--- src/rtl/bitwise_pkg.sv ---
// Shared operation codes, stage-1 control payload and per-bit operation helper
// for the pipelined bitwise logic unit.
package bitwise_pkg;

    localparam int unsigned OP_W = 3;

    localparam logic [OP_W-1:0] OP_XOR     = 3'd0;
    localparam logic [OP_W-1:0] OP_XNOR    = 3'd1;
    localparam logic [OP_W-1:0] OP_AND     = 3'd2;
    localparam logic [OP_W-1:0] OP_OR      = 3'd3;
    localparam logic [OP_W-1:0] OP_NAND    = 3'd4;
    localparam logic [OP_W-1:0] OP_NOR     = 3'd5;
    localparam logic [OP_W-1:0] OP_ACC_XOR = 3'd6;
    localparam logic [OP_W-1:0] OP_PASS_A  = 3'd7;

    typedef struct packed {
        logic [OP_W-1:0] op;
        logic            last;
    } ctrl_t;

    // Single-bit result of one operation; PASS_A is the default arm.
    function automatic logic bit_op(input logic [OP_W-1:0] op,
                                    input logic a, input logic b, input logic acc);
        logic r;
        r = a;
        case (op)
            OP_XOR:     r = a ^ b;
            OP_XNOR:    r = ~(a ^ b);
            OP_AND:     r = a & b;
            OP_OR:      r = a | b;
            OP_NAND:    r = ~(a & b);
            OP_NOR:     r = ~(a | b);
            OP_ACC_XOR: r = acc ^ a ^ b;
            default:    r = a;
        endcase
        return r;
    endfunction

endpackage

--- src/rtl/bitwise_pipe_nbit_if.sv ---
// Valid/ready stream bundle for bitwise_pipe_nbit: input beat side and result side.
interface bitwise_pipe_nbit_if #(parameter int unsigned N = 16);
    import bitwise_pkg::*;

    logic            in_valid;
    logic            in_ready;
    logic [N-1:0]    a;
    logic [N-1:0]    b;
    logic [OP_W-1:0] op;
    logic            in_last;
    logic            out_valid;
    logic            out_ready;
    logic [N-1:0]    f;
    logic            parity;
    logic            out_last;

    modport master (
        output in_valid, a, b, op, in_last, out_ready,
        input  in_ready, out_valid, f, parity, out_last
    );

    modport slave (
        input  in_valid, a, b, op, in_last, out_ready,
        output in_ready, out_valid, f, parity, out_last
    );

endinterface

--- src/rtl/bitwise_core.sv ---
// Combinational N-bit logic unit: per-bit operation select plus XOR-reduced parity.
module bitwise_core
    import bitwise_pkg::*;
#(
    parameter int unsigned N = 16
) (
    input  logic [N-1:0]    a,
    input  logic [N-1:0]    b,
    input  logic [N-1:0]    acc,
    input  logic [OP_W-1:0] op,
    output logic [N-1:0]    f_c,
    output logic            parity_c
);

    for (genvar i = 0; i < int'(N); i++) begin : g_bit
        assign f_c[i] = bit_op(op, a[i], b[i], acc[i]);
    end

    assign parity_c = ^f_c;

endmodule

--- src/rtl/bitwise_pipe_nbit.sv ---
// Two-stage pipelined bitwise logic unit with valid/ready on both sides and a
// running-XOR accumulator that advances only when an ACC_XOR beat enters stage 2.
module bitwise_pipe_nbit
    import bitwise_pkg::*;
#(
    parameter int unsigned N = 16
) (
    input  logic               clk,
    input  logic               rst,
    bitwise_pipe_nbit_if.slave bus
);

    logic         s1_valid;
    logic [N-1:0] s1_a;
    logic [N-1:0] s1_b;
    ctrl_t        s1_ctrl;

    logic         out_valid_q;
    logic [N-1:0] f_q;
    logic         parity_q;
    logic         out_last_q;
    logic [N-1:0] acc_q;

    logic         s2_adv_c;
    logic         s1_adv_c;
    logic         in_ready_c;
    logic         accept_c;
    logic [N-1:0] core_f_c;
    logic         core_parity_c;

    // Stage 2 can take a beat when empty or draining; stage 1 when empty or moving on.
    assign s2_adv_c   = !out_valid_q || bus.out_ready;
    assign s1_adv_c   = s1_valid && s2_adv_c;
    assign in_ready_c = !s1_valid || s2_adv_c;
    assign accept_c   = bus.in_valid && in_ready_c;

    bitwise_core #(.N(N)) u_core (
        .a        (s1_a),
        .b        (s1_b),
        .acc      (acc_q),
        .op       (s1_ctrl.op),
        .f_c      (core_f_c),
        .parity_c (core_parity_c)
    );

    // Stage 1: operand and control capture.
    always_ff @(posedge clk or posedge rst) begin
        if (rst) begin
            s1_valid <= 1'b0;
            s1_a     <= '0;
            s1_b     <= '0;
            s1_ctrl  <= '0;
        end else if (accept_c) begin
            s1_valid     <= 1'b1;
            s1_a         <= bus.a;
            s1_b         <= bus.b;
            s1_ctrl.op   <= bus.op;
            s1_ctrl.last <= bus.in_last;
        end else if (s1_adv_c) begin
            s1_valid <= 1'b0;
        end
    end

    // Stage 2: result registers and accumulator; frozen while the consumer stalls.
    always_ff @(posedge clk or posedge rst) begin
        if (rst) begin
            out_valid_q <= 1'b0;
            f_q         <= '0;
            parity_q    <= 1'b0;
            out_last_q  <= 1'b0;
            acc_q       <= '0;
        end else if (s2_adv_c) begin
            out_valid_q <= s1_valid;
            if (s1_valid) begin
                f_q        <= core_f_c;
                parity_q   <= core_parity_c;
                out_last_q <= s1_ctrl.last;
                if (s1_ctrl.op == OP_ACC_XOR) begin
                    acc_q <= s1_ctrl.last ? '0 : core_f_c;
                end
            end
        end
    end

    assign bus.in_ready  = in_ready_c;
    assign bus.out_valid = out_valid_q;
    assign bus.f         = f_q;
    assign bus.parity    = parity_q;
    assign bus.out_last  = out_last_q;

endmodule
--- src/flat_wrapper.sv ---
// flat-port wrapper written by rule: the top's interface ports become plain ports
module bitwise_pipe_nbit_flat import bitwise_pkg::*;
#(
    parameter int unsigned N = 16
)
  (clk, rst, bus_in_valid, bus_a, bus_b, bus_op, bus_in_last, bus_out_ready, bus_in_ready, bus_out_valid, bus_f, bus_parity, bus_out_last);
  bitwise_pipe_nbit_if #(.N(N)) bus_i ();
  input  logic clk;
  input  logic rst;
  input wire logic [$bits(bus_i.in_valid)-1:0] bus_in_valid;
  input wire logic [$bits(bus_i.a)-1:0] bus_a;
  input wire logic [$bits(bus_i.b)-1:0] bus_b;
  input wire logic [$bits(bus_i.op)-1:0] bus_op;
  input wire logic [$bits(bus_i.in_last)-1:0] bus_in_last;
  input wire logic [$bits(bus_i.out_ready)-1:0] bus_out_ready;
  output wire logic [$bits(bus_i.in_ready)-1:0] bus_in_ready;
  output wire logic [$bits(bus_i.out_valid)-1:0] bus_out_valid;
  output wire logic [$bits(bus_i.f)-1:0] bus_f;
  output wire logic [$bits(bus_i.parity)-1:0] bus_parity;
  output wire logic [$bits(bus_i.out_last)-1:0] bus_out_last;
  assign bus_i.in_valid = bus_in_valid;
  assign bus_i.a = bus_a;
  assign bus_i.b = bus_b;
  assign bus_i.op = bus_op;
  assign bus_i.in_last = bus_in_last;
  assign bus_i.out_ready = bus_out_ready;
  assign bus_in_ready = bus_i.in_ready;
  assign bus_out_valid = bus_i.out_valid;
  assign bus_f = bus_i.f;
  assign bus_parity = bus_i.parity;
  assign bus_out_last = bus_i.out_last;
  bitwise_pipe_nbit #(.N(N)) u_core (.clk(clk), .rst(rst), .bus(bus_i));
endmodule
--- config.mk ---
export PLATFORM = sky130hd
export DESIGN_NAME = bitwise_pipe_nbit_flat
export DESIGN_NICKNAME = d
export VERILOG_FILES = /design/src/rtl/bitwise_pkg.sv /design/src/rtl/bitwise_pipe_nbit_if.sv /design/src/rtl/bitwise_core.sv /design/src/rtl/bitwise_pipe_nbit.sv /design/src/flat_wrapper.sv
export SDC_FILE = /design/constraint.sdc
export NUM_CORES = 1
export LEC_CHECK = 0
export ABC_AREA = 1
export CAP_MARGIN = 0
export CELL_PAD_IN_SITES_DETAIL_PLACEMENT = 1
export CELL_PAD_IN_SITES_GLOBAL_PLACEMENT = 2
export CORE_ASPECT_RATIO = 1.5
export CORE_MARGIN = 1
export CORE_UTILIZATION = 35
export DETAILED_ROUTE_END_ITERATION = 10
export DONT_BUFFER_PORTS = 1
export PLACE_DENSITY = 0.82
export SYNTH_ARGS = -nofsm -noshare
export SYNTH_HDL_FRONTEND = slang
export SYNTH_SLANG_ARGS = --single-unit
--- constraint.sdc ---
create_clock -name clk -period 5 [get_ports clk]
set_input_delay 1.25 -clock clk [delete_from_list [all_inputs] [get_ports clk]]
set_output_delay 1.25 -clock clk [all_outputs]
set_load 0.005 [all_outputs]
==> flow_metrics.py <==
metrics = {
    "status": {
        "status": "completed",
    },
    "layout": {
        "layout_common_cells": "nand2_1, inv_1, nor2_1, nand3_1, dfrtp_1",
        "final.fill_count": 1910,
        "antenna_cells": 0,
        "final_common_cell": "nand2_1",
        "drive_above_1_share": 0.0702,
        "fin_util": 0.388,
        "area_growth_syn_to_layout_pct": 8.79,
        "fin_nets": 850,
        "fin_cells": 979,
    },
    "floorplan": {
        "die_h_um": 151,
        "start_util": 0.357,
        "die_area_um2": 15300,
        "io_pins": 60,
        "core_um2": 14500,
        "rows": 54,
        "die_w_um": 101,
    },
    "clocking": {
        "cts_resized": 0,
        "clkSinkCount": 72,
        "cts_setup_buffers": 0,
        "clkLatencyLatePin_ns": 0.35,
        "cts_max_level": 3,
        "clock_path_buffers": 2,
        "postCtsHoldBufs": 0,
        "clkTransAtPathRegs_ns": 0.07,
        "cts_tree": "built",
        "cts_buffers": 9,
        "cts_root_buf": "clkbuf_16",
    },
    "setup_path": {
        "crit_type": "register to register",
        "cp.arrival_ns": 3.42,
        "critPathRequiredTime_ns": 5.25,
        "critPathMaxFanout": 20,
        "crit_path_end_kind": "register",
        "r2r_start": "u_core.s1_ctrl[1]",
        "cp-startpoint": "u_core.s1_ctrl[1]",
        "startpoint_type": "register",
    },
    "detailed_routing": {
        "first_iter_violations": 166,
        "met3WireLength_um": 417,
        "drc_errors": 0,
        "via_per_inst": 5.19,
        "wl_per_cell_um": 17.3,
        "top_layer": "met4",
        "drt_pass1_iterations": 6,
        "postRouteAntennaNets": 0,
        "met2_length_um": 9270,
        "wl_met1_um": 6760,
        "vias": 5085,
        "drt-total-wl_um": 17000,
    },
    "grt": {
        "gr-usage-all-layers": 0.237,
        "overflow": 0,
        "grt_max_degree": 47,
        "grt_pass1_vias": 5338,
        "antenna_found_initial": 0,
        "grt_pass1_wl_um": 27300,
    },
    "sta": {
        "rsz0062_at_grt": "false",
        "period_share": 0.635,
        "slew_headroom": 0.327,
        "fmax_ghz": 0.315,
        "min_period_ns": 3.17,
        "report.final.hold_viol_count": 0,
        "timing.hold.ws_ns": 0.485,
        "tightest_slew_ns": 1.01,
        "setup_violations": 0,
        "setup_tns_ns": 0,
        "clock_skew_ns": 0.00998,
        "maxSlewViolCount": 0,
    },
    "placed_design": {
        "gp_congestion": 0.809,
        "place_hpwl_um": 12300,
        "place_inst": 963,
        "portBuffers": 0,
    },
    "logic_synthesis": {
        "yosys_register_bits": 72,
        "synth-compound-area-share": 0.0826,
        "synth_fp_nets": 858,
        "yosysTopAreaCell": "dfrtp_1",
        "synthSimpleGateAreaFrac": 0.387,
        "yosys_warnings": 0,
        "ys_seq_area_frac": 0.348,
        "muxShareOfSynthArea": 0,
        "syn_area_um2": 5180,
        "synth_fa_ha_area_frac": 0.0773,
        "synthTopCellsByArea": "dfrtp_1, nand2_1, nand3_1",
        "synth.distinct_cells": 28,
        "syn_inst": 786,
        "syn_area_per_cell_um2": 6.59,
        "synth_xor_area_frac": 0,
        "synth_top_family_by_area": "simple AND/OR/NAND/NOR gates",
        "synth_top_area_frac": 0.348,
    },
    "power": {
        "leakage_nw": 3.05,
        "p_switching_w": 0.00119,
        "internal_power_w": 0.00149,
        "total_power_w": 0.00268,
        "power_frac_comb": 0.421,
        "netSwitchingFraction": 0.445,
        "pwr-share-clk": 0.249,
        "peakVddDrop_mv": 0.177,
        "power.density_nw_per_um2": 476,
        "p_seq_frac": 0.330,
    },
    "worst_hold_path": {
        "hp-class": "register to register",
        "min_from": "u_core.s1_valid",
    },
    "job": {
        "drv_cap": 0,
    },
}
==> per-stage QoR <==
stage	worst slack, ns	area [um^2]
3_5_place_dp	1.81	5340
2_1_floorplan	1.93	5180
6_report	1.83	5640
4_1_cts	1.81	5640
3_3_place_gp	1.88	5340
5_1_grt	1.53	5640
==> routing by layer <==
layer,global-route usage,vias to the layer above
met4,0.106,0
met3,0.0272,32
met5,0,-
li1,-,2469
met2,0.457,81
met1,0.254,2503
==> Yosys cell counts (all sizes together) <==
cell type	number
nand2	270
inv	103
nor2	91
nand3	87
dfrtp	72
a21oi	36
ha	32
o21ai	28
o22ai	16
buf	14
nand4	13
clkbuf	12
clkinv	4
nor3	2
or2	2
and3	1
nand3b	1
nor4	1
o211ai	1
==> power by group through the flow <==
| stage | sequential, W | combinational (W) | clock [W] |
|---|---|---|---|
| after floorplan | 0.000847 | 0.000850 | 0 |
| after global placement | 0.000889 | 0.00107 | 0 |
| after global routing | 0.000908 | 0.00130 | 0.000698 |
| after detailed placement | 0.000897 | 0.00113 | 0 |
| after CTS | 0.000889 | 0.00114 | 0.000679 |
| final | 0.000887 | 0.00113 | 0.000668 |
==> final cells by class <==
| type | instances | area, um^2 | area share |
|---|---|---|---|
| Sequential cell | 72 | 1800 | 0.320 |
| Timing Repair Buffer | 7 | 52.6 | 0.00933 |
| Tap cell | 196 | 245 | 0.0435 |
| Clock inverter | 7 | 70.1 | 0.0124 |
| Inverter | 107 | 402 | 0.0713 |
| Multi-Input combinational cell | 581 | 2840 | 0.504 |
| Clock buffer | 9 | 225 | 0.0400 |
==> flip-flops by register name, summed over array words and instances (netlist names) <==
name and flops:
u_core.bus.f 16, u_core.s1_ctrl 4, u_core.s1_b 16, u_core.acc_q 16, u_core.s1_valid 1, u_core.bus.out_last 1, u_core.s1_a 16, u_core.bus.parity 1
u_core.bus.out_valid 1
==> critical path, stage by stage (launching register included) <==
cell	delay [ns]
dfrtp_1	0.65
nor2_2	0.91
nand2_4	0.23
nor2_1	0.18
nor2_1	0.06
nand3_1	0.06
nand2_1	0.22
inv_2	0.12
nand2_1	0.06
nand2_1	0.08
nand2_1	0.06
nand2_2	0.08
nand2_1	0.06
nand2_1	0.12
nand2_1	0.08
nand3_1	0.07
nand2_1	0.05
==> cells by family (layout without fill, tap and decap cells) <==
group           count (synthesis)  in the layout
flops                          72             72
compound gates                 81             81
simple gates                  468            468
fa+ha+maj                      32             32
buf+inv                       133            130
==> path summary, 6_finish.rpt <==
kind	endpoint	slack (ns)	cells after the start
worst max-delay path	u_core.bus.parity	1.83	16
worst min-delay path	u_core.bus.out_valid	0.48	2
worst max register to register	u_core.bus.parity	1.83	16
worst min register to register	u_core.bus.out_valid	0.48	2
max in group asynchronous	u_core.acc_q[10]	3.05	2
min in group asynchronous	u_core.bus.f[0]	0.86	1
Power figures use the tool's default switching activity.
